--- src/rtl/vga_timing_rx.sv ---
// Receive side of the VGA pixel interface: registers the incoming stream, measures line/frame
// timing, locks after consistent frames and re-emits active pixels with recovered coordinates.
module vga_timing_rx #(
    parameter int HSZ         = 10,
    parameter int VSZ         = 10,
    parameter int HTSZ        = 11,
    parameter int VTSZ        = 11,
    parameter bit HS_POL      = 1'b0,
    parameter bit VS_POL      = 1'b0,
    parameter int LOCK_FRAMES = 2
) (
    input  logic            clk_i,
    input  logic            rstn_i,
    input  logic [3:0]      i_r,
    input  logic [3:0]      i_g,
    input  logic [3:0]      i_b,
    input  logic            i_hsync,
    input  logic            i_vsync,
    input  logic            i_de,
    output logic [11:0]     o_color,
    output logic [HSZ-1:0]  o_hcount,
    output logic [VSZ-1:0]  o_vcount,
    output logic            o_valid,
    output logic            o_locked,
    output logic [HTSZ-1:0] o_line_clks,
    output logic [HSZ:0]    o_act_pix,
    output logic [VSZ:0]    o_act_lines,
    output logic            o_err
);

    localparam int MCW = $clog2(LOCK_FRAMES + 1);

    typedef enum logic [1:0] {SEARCH, MEASURE, LOCKED} state_t;

    state_t state, state_next;

    logic [11:0]     s1_color;
    logic            s1_hs, s1_vs, s1_de, p_hs, p_vs;
    logic [HTSZ-1:0] line_clk, ref_clks, prev_clks;
    logic [HSZ:0]    pix, ref_pix, prev_pix;
    logic [VSZ:0]    line_idx, prev_lines;
    logic [VTSZ-1:0] frame_lines;
    logic            seen_hs, ref_clks_vld, ref_pix_vld, frame_bad, prev_vld;
    logic [MCW-1:0]  match_cnt;

    logic            hs_edge, vs_edge, close, de_in, had_de;
    logic            sat_mm, clk_mm, pix_mm, line_mm, frame_ok, reach;
    logic            lock_lost, valid_next;
    logic [HTSZ-1:0] line_len, line_clk_next, ref_clks_a;
    logic [HSZ:0]    pix_cur, pix_next, ref_pix_a;
    logic [VSZ:0]    line_idx_a, line_idx_cur;
    logic [VTSZ-1:0] frame_lines_a;
    logic            ref_clks_vld_a, ref_pix_vld_a, frame_bad_a;

    always_ff @(posedge clk_i or negedge rstn_i) begin
        if (!rstn_i) begin
            s1_color <= '0;
            s1_hs    <= 1'b0;
            s1_vs    <= 1'b0;
            s1_de    <= 1'b0;
            p_hs     <= 1'b0;
            p_vs     <= 1'b0;
        end else begin
            s1_color <= {i_r, i_g, i_b};
            s1_hs    <= i_hsync;
            s1_vs    <= i_vsync;
            s1_de    <= i_de;
            p_hs     <= s1_hs;
            p_vs     <= s1_vs;
        end
    end

    assign hs_edge = (s1_hs == HS_POL) && (p_hs != HS_POL);
    assign vs_edge = (s1_vs == VS_POL) && (p_vs != VS_POL);

    // The "_a" values are the frame state after the current line closes; a simultaneous
    // vsync edge then closes the frame using them before the new frame starts.
    always_comb begin
        close          = hs_edge && seen_hs;
        de_in          = s1_de && (seen_hs || hs_edge);
        had_de         = (pix != '0);
        line_len       = (line_clk == '1) ? line_clk : line_clk + 1'b1;
        line_clk_next  = hs_edge ? '0 : line_len;
        pix_cur        = hs_edge ? '0 : pix;
        pix_next       = (de_in && pix_cur != '1) ? pix_cur + 1'b1 : pix_cur;
        sat_mm         = seen_hs && ((line_clk == '1) ||
                                     (de_in && pix_cur == '1) ||
                                     (close && had_de && line_idx == '1) ||
                                     (close && frame_lines == '1));
        clk_mm         = close && ref_clks_vld && (line_len != ref_clks);
        pix_mm         = close && had_de && ref_pix_vld && (pix != ref_pix);
        line_mm        = sat_mm || clk_mm || pix_mm;
        ref_clks_a     = (close && !ref_clks_vld) ? line_len : ref_clks;
        ref_clks_vld_a = ref_clks_vld || close;
        ref_pix_a      = (close && had_de && !ref_pix_vld) ? pix : ref_pix;
        ref_pix_vld_a  = ref_pix_vld || (close && had_de);
        line_idx_a     = (close && had_de && line_idx != '1) ? line_idx + 1'b1 : line_idx;
        frame_lines_a  = (close && frame_lines != '1) ? frame_lines + 1'b1 : frame_lines;
        frame_bad_a    = frame_bad || line_mm;
        line_idx_cur   = vs_edge ? '0 : line_idx_a;
        frame_ok       = !frame_bad_a && ref_clks_vld_a &&
                         (!prev_vld || (ref_clks_a == prev_clks &&
                                        ref_pix_a  == prev_pix  &&
                                        line_idx_a == prev_lines));
        reach          = ((match_cnt + 1'b1) == MCW'(LOCK_FRAMES));
    end

    always_ff @(posedge clk_i or negedge rstn_i) begin
        if (!rstn_i) state <= SEARCH;
        else         state <= state_next;
    end

    always_comb begin
        state_next = state;
        case (state)
            SEARCH:  if (vs_edge) state_next = MEASURE;
            MEASURE: if (vs_edge && frame_ok && reach) state_next = LOCKED;
            LOCKED:  if (line_mm || (vs_edge && !frame_ok)) state_next = MEASURE;
            default: state_next = SEARCH;
        endcase
    end

    always_comb begin
        o_locked   = (state == LOCKED);
        lock_lost  = (state == LOCKED) && (line_mm || (vs_edge && !frame_ok));
        o_err      = lock_lost;
        valid_next = (state == LOCKED) && de_in;
    end

    always_ff @(posedge clk_i or negedge rstn_i) begin
        if (!rstn_i) begin
            line_clk     <= '0;
            pix          <= '0;
            line_idx     <= '0;
            frame_lines  <= '0;
            seen_hs      <= 1'b0;
            ref_clks     <= '0;
            ref_clks_vld <= 1'b0;
            ref_pix      <= '0;
            ref_pix_vld  <= 1'b0;
            frame_bad    <= 1'b0;
            prev_clks    <= '0;
            prev_pix     <= '0;
            prev_lines   <= '0;
            prev_vld     <= 1'b0;
            match_cnt    <= '0;
            o_line_clks  <= '0;
            o_act_pix    <= '0;
            o_act_lines  <= '0;
        end else begin
            line_clk <= line_clk_next;
            pix      <= pix_next;
            line_idx <= line_idx_cur;
            seen_hs  <= seen_hs || hs_edge;
            ref_clks <= ref_clks_a;
            ref_pix  <= ref_pix_a;
            if (vs_edge) begin
                frame_lines  <= '0;
                ref_clks_vld <= 1'b0;
                ref_pix_vld  <= 1'b0;
                frame_bad    <= 1'b0;
                if (state == SEARCH) begin
                    prev_vld <= 1'b0;
                end else begin
                    prev_clks  <= ref_clks_a;
                    prev_pix   <= ref_pix_a;
                    prev_lines <= line_idx_a;
                    prev_vld   <= 1'b1;
                end
            end else begin
                frame_lines  <= frame_lines_a;
                ref_clks_vld <= ref_clks_vld_a;
                ref_pix_vld  <= ref_pix_vld_a;
                frame_bad    <= frame_bad_a;
            end
            case (state)
                SEARCH:  if (vs_edge) match_cnt <= '0;
                MEASURE: if (vs_edge) match_cnt <= (frame_ok && !reach) ? match_cnt + 1'b1 : '0;
                LOCKED:  if (lock_lost) match_cnt <= '0;
                default: match_cnt <= '0;
            endcase
            if (state == MEASURE && state_next == LOCKED) begin
                o_line_clks <= ref_clks_a;
                o_act_pix   <= ref_pix_a;
                o_act_lines <= line_idx_a;
            end
        end
    end

    // Pixel outputs hold their last value whenever the pixel is not valid.
    always_ff @(posedge clk_i or negedge rstn_i) begin
        if (!rstn_i) begin
            o_color  <= '0;
            o_hcount <= '0;
            o_vcount <= '0;
            o_valid  <= 1'b0;
        end else begin
            o_valid <= valid_next;
            if (valid_next) begin
                o_color  <= s1_color;
                o_hcount <= pix_cur[HSZ-1:0];
                o_vcount <= line_idx_cur[VSZ-1:0];
            end
        end
    end

endmodule

--- config.mk ---
export PLATFORM = sky130hd
export DESIGN_NAME = vga_timing_rx
export DESIGN_NICKNAME = d
export VERILOG_FILES = /design/src/rtl/vga_timing_rx.sv
export SDC_FILE = /design/constraint.sdc
export NUM_CORES = 1
export LEC_CHECK = 0
export BUFFER_PORTS_ARGS = -buffer_cell sky130_fd_sc_hd__buf_2
export CAP_MARGIN = 5
export CORE_MARGIN = 2
export CORE_UTILIZATION = 32
export CTS_BUF_LIST = sky130_fd_sc_hd__clkbuf_16
export CTS_CLUSTER_DIAMETER = 150
export DETAILED_ROUTE_END_ITERATION = 10
export HOLD_SLACK_MARGIN = 0.08
export PLACE_DENSITY = 0.54
export SLEW_MARGIN = 40
export SYNTH_ARGS = -nofsm -noshare
export SYNTH_HDL_FRONTEND = slang
export SYNTH_SLANG_ARGS = --single-unit
--- constraint.sdc ---
create_clock -name clk_i -period 6.47 [get_ports clk_i]
set_input_delay 0.9705 -clock clk_i [delete_from_list [all_inputs] [get_ports clk_i]]
set_output_delay 0.9705 -clock clk_i [all_outputs]
set_load 0.01 [all_outputs]
==> impl_metrics.ini, run 1 <==
[worst_setup_path]
worstSetupEndpointType = primary output
regToRegSetupSlack_ps = 1600
r2r-start = s1_hs$_DFF_PN0_
crit_fanout = 9
cpPeakStageDelay_ps = 550
startpoint_type = flop
r2r-end = o_act_pix[10]$_DFFE_PN0P_
critical_path_class = reg -> out
worst-path-buf-inv = 1
cp.required_ps = 5500
cp_slowest_cell = or4_1
cpLargestDelayFamily = simple AND/OR/NAND/NOR gates
worst_r2r_path_depth = 10
critPathArrivalTime_ps = 4560
path_cells = nand4bb_1 > mux2i_1 > a21oi_1 > or4b_1 > or4_1 > nor4_1 > a31oi_1 > nor4b_2 > o21a_1 > nor2b_1 > buf_2

[clock_tree]
clockRootBuffer = clkbuf_16
cts.clk_slew.worst_paths_ps = 70
clock_latency_ps = 440
ctsHoldBuffers = 0
cts_htree_levels = 4
cts_setup_buffers = 0
cts-buffers-inserted = 17
cts_tree = yes
clockBufferDepth = 2
cts_resized = 0
cts.sinks = 191

[power_and_ir_drop]
power.density_mw_per_mm2 = 299
leakagePower_nw = 5.04
power_w = 0.00318
irDropWorstVdd_uv = 181
clockPowerShare_pct = 33.1
p_comb_share_pct = 21.6
p_sw_share_pct = 32.7
p_seq_share_pct = 45.4
power_switching_w = 0.00104
p_int_w = 0.00214

[synth]
synthArstFlopShare_pct = 100
yosysSeqAreaShare_pct = 51.4
yosysWarnings = 0
syn_nets = 920
synth_area_per_cell_sq_um = 10.3
synth_edf_count = 0
yosysUniqueCellTypes = 70
syn-instance-count = 898
synth_ff_type = dfrtp_1
ys_ff_latch = 191
syn-cell-area_sq_mm = 0.00929

[finish]
antenna_cells = 0
final_nets = 981
design_area_sq_mm = 0.0106
final_util_pct = 37.2
reg_top3 = o_color: 12 flops, s1_color: 12 flops
area_growth_pct = 14.5
final_layout_size_suffix_gt1_share_pct = 16.8

[global_routing]
grt_pass1_wl_microns = 38600
grt_max_degree = 73
grt_util_met2_pct = 24.7
busiest_layer = met2
grt_overflow = 0
grt_pass1_vias = 6717
grt_use_met1_pct = 22.8
gr-usage-met3_pct = 2.43
grt.total_usage_pct = 16.1
antenna_found_initial = 0

[route]
drt-pass1-iter-count = 5
routed_wl_microns = 23700
drt_iter0_drc = 551
final_antenna_net_count = 0
wl_per_cell_microns = 17.5
routed_via_density = 5.05
vias = 6844
drc = 0

[timing]
max_slew_margin_pct = 51.4
setup_tns_ps = 0
hold_viol = 0
setup_violations = 0
rsz0062_at_grt = false
skew_ps = 13.3
period_share_pct = 85.4
drv_slew = 0
period_needed_ps = 5530
fmax_mhz = 181
tightest_slew_ps = 726

[die]
initial_core_util_pct = 32.5
rows = 62
die_h_microns = 174
fp.coreArea_sq_mm = 0.0286
dieArea_sq_mm = 0.0304
die_w_microns = 174
io_pins = 85

[worst_hold_path]
min_to = p_vs$_DFF_PN0_
hold_path.class = reg -> reg
whs_path_depth = 0
hp-start = s1_vs$_DFF_PN0_

[placement]
gp_congestion = 0.891
postPlaceCellArea_sq_mm = 0.0101
dp_hpwl_microns = 16400
portBuffers = 84

[outcome]
status = finished, final reports clean

[job]
maxCapViolCount = 0
## synth_stat cells (4+ instances only)
cell type | number | area, sq um
clkbuf_1 | 38 | 143
a31oi_1 | 10 | 62.6
dfrtp_1 | 191 | 4780
xor2_1 | 34 | 298
buf_2 | 5 | 25.0
or4_1 | 4 | 30.0
nor2_1 | 67 | 251
nand3_1 | 24 | 120
a21oi_1 | 20 | 100
a2bb2oi_1 | 4 | 35.0
and2_1 | 5 | 31.3
nand4_1 | 16 | 100
a21boi_0 | 6 | 45.0
nor2b_1 | 11 | 68.8
and4_1 | 8 | 70.1
o22ai_1 | 4 | 25.0
nor4_1 | 10 | 62.6
nor3_1 | 15 | 75.1
nand2b_1 | 14 | 87.6
mux2i_1 | 20 | 200
and3_1 | 13 | 81.3
mux2_1 | 19 | 214
nor3b_1 | 4 | 30.0
nand2_1 | 120 | 450
ha_1 | 5 | 62.6
o21ai_0 | 46 | 230
mux2_2 | 25 | 282
xnor2_1 | 34 | 298
inv_1 | 30 | 113
o31ai_1 | 16 | 120
o21a_1 | 4 | 30.0
## final cells by class
| cell class | count | area, sq um |
|---|---|---|
| Clock buffer | 17 | 425 |
| Clock inverter | 15 | 151 |
| Fill cell | 2862 | 18000 |
| Inverter | 30 | 113 |
| Multi-Input combinational cell | 627 | 4190 |
| Sequential cell | 191 | 4780 |
| Tap cell | 384 | 480 |
| Timing Repair Buffer | 92 | 493 |
## cell usage in the layout, fill, tap and decap left out, types with 5 or more instances in the layout
cell and n:
o31ai_1 16, clkbuf_16 17, nand4_1 16, nor3_1 14
and3_1 12, nand3_1 23, nor2_1 67, nand2_1 120
a21boi_0 6, nand2b_1 14, o21ai_0 45, xnor2_1 34
and2_1 5, nor2b_1 9, and4_1 8, nor4_1 10
dfrtp_1 191, buf_2 83, ha_1 5, inv_1 31
a31oi_1 10, buf_4 7, mux2_2 25, a21oi_1 20
xor2_1 34, mux2_1 19, mux2i_1 20
## worst max path at each step
stage	slack (ps)	from	to	cells past startpoint
after floorplan	2210	pix[6]$_DFF_PN0_	o_err	11
after global placement	1310	line_clk[1]$_DFF_PN0_	o_act_lines[1]$_DFFE_PN0P_	12
after detailed placement	1370	s1_hs$_DFF_PN0_	o_err	11
after CTS	890	s1_hs$_DFF_PN0_	o_err	11
after global routing	600	s1_hs$_DFF_PN0_	o_err	11
final	940	s1_hs$_DFF_PN0_	o_err	11
## per-stage QoR
| stage | setup WS, ps | instances | hold slack, ps |
|---|---|---|---|
| after floorplan | 2210 | 898 | 366 |
| after global placement | 1310 | 1324 | 394 |
| after detailed placement | 1370 | 1324 | 406 |
| after CTS | 889 | 1356 | 424 |
| after global routing | 600 | 1356 | 441 |
| final | 944 | 1356 | 422 |
## power groups by stage
stage | logic [W] | registers, W | clock network [W]
final | 0.000686 | 0.00144 | 0.00105
after global routing | 0.000764 | 0.00146 | 0.00113
after CTS | 0.000689 | 0.00144 | 0.00108
after detailed placement | 0.000687 | 0.00147 | 0
after global placement | 0.000684 | 0.00146 | 0
after floorplan | 0.000488 | 0.00143 | 0
## cells by family after synthesis
kind of cell	synth area share, %
AND/OR/NAND/NOR	18.3
flip-flops	51.4
AO/OA/AOI/OAI	11.4
buffers and inverters	3.82
XOR/XNOR	6.89
multiplexers	7.49
adder cells (fa/ha/maj)	0.673
## routing by layer
metal / part of all wire [%] / wire length [microns]
met4: 2.5 / 580
met1: 48 / 11200
met5: 0 / 0
met2: 46 / 11000
met3: 3.7 / 868
No activity file was read; power rests on OpenSTA's default activity.
==> run 2: changes to the inputs <==
--- a/config.mk
+++ b/config.mk
@@ -13,7 +13,7 @@
 export CTS_CLUSTER_DIAMETER = 150
 export DETAILED_ROUTE_END_ITERATION = 10
 export HOLD_SLACK_MARGIN = 0.08
-export PLACE_DENSITY = 0.54
+export PLACE_DENSITY = 0.6
 export SLEW_MARGIN = 40
 export SYNTH_ARGS = -nofsm -noshare
 export SYNTH_HDL_FRONTEND = slang
==> run 2 against run 1 <==
Effect of this change:
- non-clock buffer count is 2 higher
- flip-flop and latch count stayed put
- first-iteration DRC count is 4.5% higher
- clock power hardly changed
- clock skew hardly changed
- register-to-register slack worse by 60 ps
- critical path depth stayed put
- fmax is 1.2% lower
- final area hardly changed
- worst setup slack worse by 66 ps
- sequential power hardly changed
- hold slack worse by 8.2 ps
- critical endpoint unchanged
==> impl_metrics.ini, run 2 (synthesis gave the netlist of run 1 again) <==
[power_and_ir_drop]
power.density_mw_per_mm2 = 297
irDropWorstVdd_uv = 174
leakagePower_nw = 5.04

[worst_setup_path]
critPathArrivalTime_ps = 4620
worstSetupEndpointType = primary output
startpoint_type = flop
cp.required_ps = 5500
crit_fanout = 9
critical_path_class = reg -> out
worst_r2r_path_depth = 10

[clock_tree]
cts-buffers-inserted = 17
cts_resized = 0
cts_htree_levels = 4
cts.sinks = 191
clock_latency_ps = 430
clockRootBuffer = clkbuf_16
clockBufferDepth = 2
cts_setup_buffers = 0
ctsHoldBuffers = 0
cts_tree = yes
cts.clk_slew.worst_paths_ps = 70

[die]
die_w_microns = 174
initial_core_util_pct = 32.5
io_pins = 85
fp.coreArea_sq_mm = 0.0286
rows = 62
die_h_microns = 174
dieArea_sq_mm = 0.0304

[timing]
setup_tns_ps = 0
fmax_mhz = 179
hold_viol = 0
period_needed_ps = 5590
setup_violations = 0
max_slew_margin_pct = 49.5
period_share_pct = 86.4
setup_ws_ps = 878
tightest_slew_ps = 756
rsz0062_at_grt = false
skew_ps = 13.4
drv_slew = 0

[worst_hold_path]
whs_path_depth = 0
hold_path.class = reg -> reg

[global_routing]
grt_max_degree = 77
grt_pass1_wl_microns = 38900
grt_pass1_vias = 6913
antenna_found_initial = 0
grt.total_usage_pct = 16.2
grt_overflow = 0

[job]
maxCapViolCount = 0

[finish]
area_growth_pct = 14.5
final_layout_size_suffix_gt1_share_pct = 16.7
antenna_cells = 0
final_cell_mix = dfrtp_1, nand2_1, buf_2
reg_top3 = o_color: 12 flops, s1_color: 12 flops
final_nets = 983
mostFrequentLayoutCell = dfrtp_1

[route]
vias = 6957
drc = 0
routed_wl_microns = 23800
wl_per_cell_microns = 17.6
drt_iter0_drc = 576
drt-pass1-iter-count = 5
routed_via_density = 5.12
final_antenna_net_count = 0

[placement]
dp_hpwl_microns = 16800
dp_slack_ps = 1270
portBuffers = 84
gp_congestion = 0.874

[outcome]
status = finished, final reports clean
## run 2: area by class of cell
| cell class | instances | area (sq um) |
|---|---|---|
| sequential | 191 | 4780 |
| clock buffer | 17 | 425 |
| timing repair buffer | 94 | 508 |
| fill | 2874 | 18000 |
| tap | 384 | 480 |
| clock inverter | 15 | 135 |
| inverter | 30 | 113 |
| multi-input combinational | 627 | 4190 |
## run 2: where the power goes
group | switching [W] | internal, W | total [W]
combinational | 0.000408 | 0.000287 | 0.000694
clock | 0.000482 | 0.000537 | 0.00102
sequential | 0.000136 | 0.00131 | 0.00145
total | 0.00103 | 0.00214 | 0.00316
## run 2: worst max-delay path, stage by stage, from the launching register on
cell	delay [ps]
dfrtp_1	460
nand4bb_1	590
mux2i_1	410
a21oi_1	100
or4b_1	530
or4_1	570
nor4_1	420
a31oi_1	160
nor4b_2	530
o21a_1	220
nor2b_1	60
buf_2	130
## run 2: per-stage QoR
| step | std cells | utilization (%) | total power [W] | hold slack, ps | cell area [sq um] |
|---|---|---|---|---|---|
| after global placement | 1326 | 35.1 | 0.00216 | 398 | 10100 |
| after detailed placement | 1326 | 35.2 | 0.00216 | 403 | 10100 |
| after global routing | 1358 | 37.2 | 0.00333 | 454 | 10600 |
| final | 1358 | 37.2 | 0.00316 | 414 | 10600 |
| after floorplan | 898 | - | 0.00192 | 366 | 9290 |
| after CTS | 1358 | 37.1 | 0.00319 | 419 | 10600 |
## run 2: routing by layer
metal | up-vias | track usage [%] | part of all wire, %
li1 | 3296 | - | -
met3 | 35 | 1.97 | 2.4
met2 | 132 | 25.8 | 48
met1 | 3494 | 22.6 | 47
met5 | - | 0 | 0
met4 | 0 | 6.09 | 2.1
## run 2: worst paths after layout
kind | slack [ps] | to | startpoint
max | 880 | o_err | s1_hs$_DFF_PN0_
min | 410 | p_vs$_DFF_PN0_ | s1_vs$_DFF_PN0_
max reg2reg | 1540 | o_line_clks[10]$_DFFE_PN0P_ | s1_hs$_DFF_PN0_
min reg2reg | 410 | p_vs$_DFF_PN0_ | s1_vs$_DFF_PN0_
max in group asynchronous | 4850 | prev_clks[0]$_DFFE_PN0P_ | rstn_i
min in group asynchronous | 530 | s1_color[8]$_DFF_PN0_ | rstn_i
==> run 3: changes to the inputs <==
==> constraint.sdc (replaced) <==
create_clock -name clk_i -period 7.18 [get_ports clk_i]
set_input_delay 1.077 -clock clk_i [delete_from_list [all_inputs] [get_ports clk_i]]
set_output_delay 1.077 -clock clk_i [all_outputs]
set_load 0.01 [all_outputs]
==> run 3 against run 2 <==
Effect of this change:
- final area rose by 0.29%
- die area did not move
- register-to-register slack improved by 640 ps
- sequential share of layout area fell by 0.13 points
- global-route usage fell by 0.37 points
- clock skew fell by 4.4 ps
- sequential power fell by 9.7%
- via count fell by 1.1%
- critical path type unchanged
- largest cell class unchanged
==> impl_metrics.ini, run 3 (synthesis gave the netlist of run 1 again) <==
[outcome]
status = finished, final reports clean

[worst_setup_path]
critPathArrivalTime_ps = 4630
worst-path-buf-inv = 2
cpLargestDelayFamily = simple AND/OR/NAND/NOR gates
worstSetupEndpointType = primary output
crit_fanout = 14
critical_path_class = reg -> out
cpPeakStageDelay_ps = 550
cp.required_ps = 6100
r2r-start = line_clk[1]$_DFF_PN0_
startpoint = line_clk[1]$_DFF_PN0_
startpoint_type = flop
worst_r2r_path_depth = 12
cp_num_cells = 13
cp_slowest_cell = nor4b_2
path_cells = ha_1 > nand3_1 > nor3_1 > buf_4 > o21ai_0 > o32ai_1 > or4_1 > nor4_1 > a31oi_1 > nor4b_2 > o21a_1 > nor2b_1 > buf_2

[die]
io_pins = 85
die_w_microns = 174
rows = 62
die_h_microns = 174
initial_core_util_pct = 32.5
dieArea_sq_mm = 0.0304
fp.coreArea_sq_mm = 0.0286

[placement]
gp_congestion = 0.865
dp_cells = 1324
portBuffers = 84
dp_slack_ps = 1980
dp_hpwl_microns = 16500

[route]
final_antenna_net_count = 0
routed_wl_microns = 23300
drt-pass1-iter-count = 6
drt_iter0_drc = 508
drc = 0
vias = 6879
routed_via_density = 5.08
wl_per_cell_microns = 17.2

[timing]
tightest_slew_ps = 813
setup_tns_ps = 0
max_slew_margin_pct = 44.4
setup_violations = 0
rsz0062_at_grt = false
skew_ps = 9.05
timing.hold.ws_ps = 413
period_needed_ps = 5710
hold_viol = 0
fmax_mhz = 175
period_share_pct = 79.5
drv_slew = 0
setup_ws_ps = 1470

[clock_tree]
cts_htree_levels = 4
ctsHoldBuffers = 0
cts.sinks = 191
cts.clk_slew.worst_paths_ps = 70
clock_latency_ps = 430
cts_setup_buffers = 0
cts_resized = 0
clockBufferDepth = 2
cts-buffers-inserted = 17
cts_tree = yes
clockRootBuffer = clkbuf_16

[finish]
register_area_sq_mm = 0.00478
multi_input_area_sq_mm = 0.00419
final_layout_size_suffix_gt1_share_pct = 16.5
mostFrequentLayoutCell = dfrtp_1
instances_no_fill = 1354
final_nets = 981
fillers = 2873
antenna_cells = 0
final_cell_mix = dfrtp_1, nand2_1, buf_2
reg_top3 = o_color: 12 flops, s1_color: 12 flops
area_growth_pct = 14.8

[power_and_ir_drop]
irDropWorstVdd_uv = 174
leakagePower_nw = 5.05
power.density_mw_per_mm2 = 272
power_w = 0.00290

[global_routing]
antenna_found_initial = 0
grt_overflow = 0
grt_pass1_wl_microns = 38100
grt.total_usage_pct = 15.8
grt_pass1_vias = 6786
grt_max_degree = 84

[worst_hold_path]
hold_path.class = reg -> reg
hp-start = s1_vs$_DFF_PN0_
whs_path_depth = 0

[job]
maxCapViolCount = 0
-- run 3: through the flow --
stage	instance area [sq um]	utilization, %
finish	10700	37.3
CTS	10700	37.3
detailed placement	10100	35.2
global route	10700	37.3
global placement	10000	35.1
floorplan	9290	-
-- run 3: routing by layer --
| layer | up-vias | track usage (%) | part of all wire, % |
|---|---|---|---|
| met1 | 3424 | 21.9 | 48 |
| met3 | 26 | 2.41 | 3.0 |
| met5 | - | 0 | 0 |
| li1 | 3273 | - | - |
| met4 | 0 | 5.64 | 1.6 |
| met2 | 156 | 25.1 | 47 |
-- run 3: area by class of cell --
type	instances	area share [%]
clock buffers	17	3.99
clock inverters	13	1.55
inverters	30	1.06
multi-input cells	627	39.3
flip-flops and latches	191	44.8
well taps	384	4.50
repair buffers	92	4.83
-- run 3: final timing paths --
path,endpoint,slack (ps)
min,p_vs$_DFF_PN0_,410
max in group asynchronous,o_act_pix[4]$_DFFE_PN0P_,5200
max reg2reg,o_act_pix[1]$_DFFE_PN0P_,2180
min reg2reg,p_vs$_DFF_PN0_,410
min in group asynchronous,o_color[8]$_DFFE_PN0P_,570
max,o_err,1470
-- run 3: worst reg2reg max path, stage by stage (launching register included) --
cell and delay, ps:
dfrtp_1 460, ha_1 270, nand3_1 410, nor3_1 110, buf_4 200, o21ai_0 480
o32ai_1 220, or4_1 540, nor4_1 380, a31oi_1 170, nor4b_2 550, and3_4 690
mux2_2 410
-- run 3: where the power goes --
group | switching, W | internal [W]
sequential | 0.000124 | 0.00118
combinational | 0.000365 | 0.000259
clock | 0.000419 | 0.000547
total | 0.000908 | 0.00199
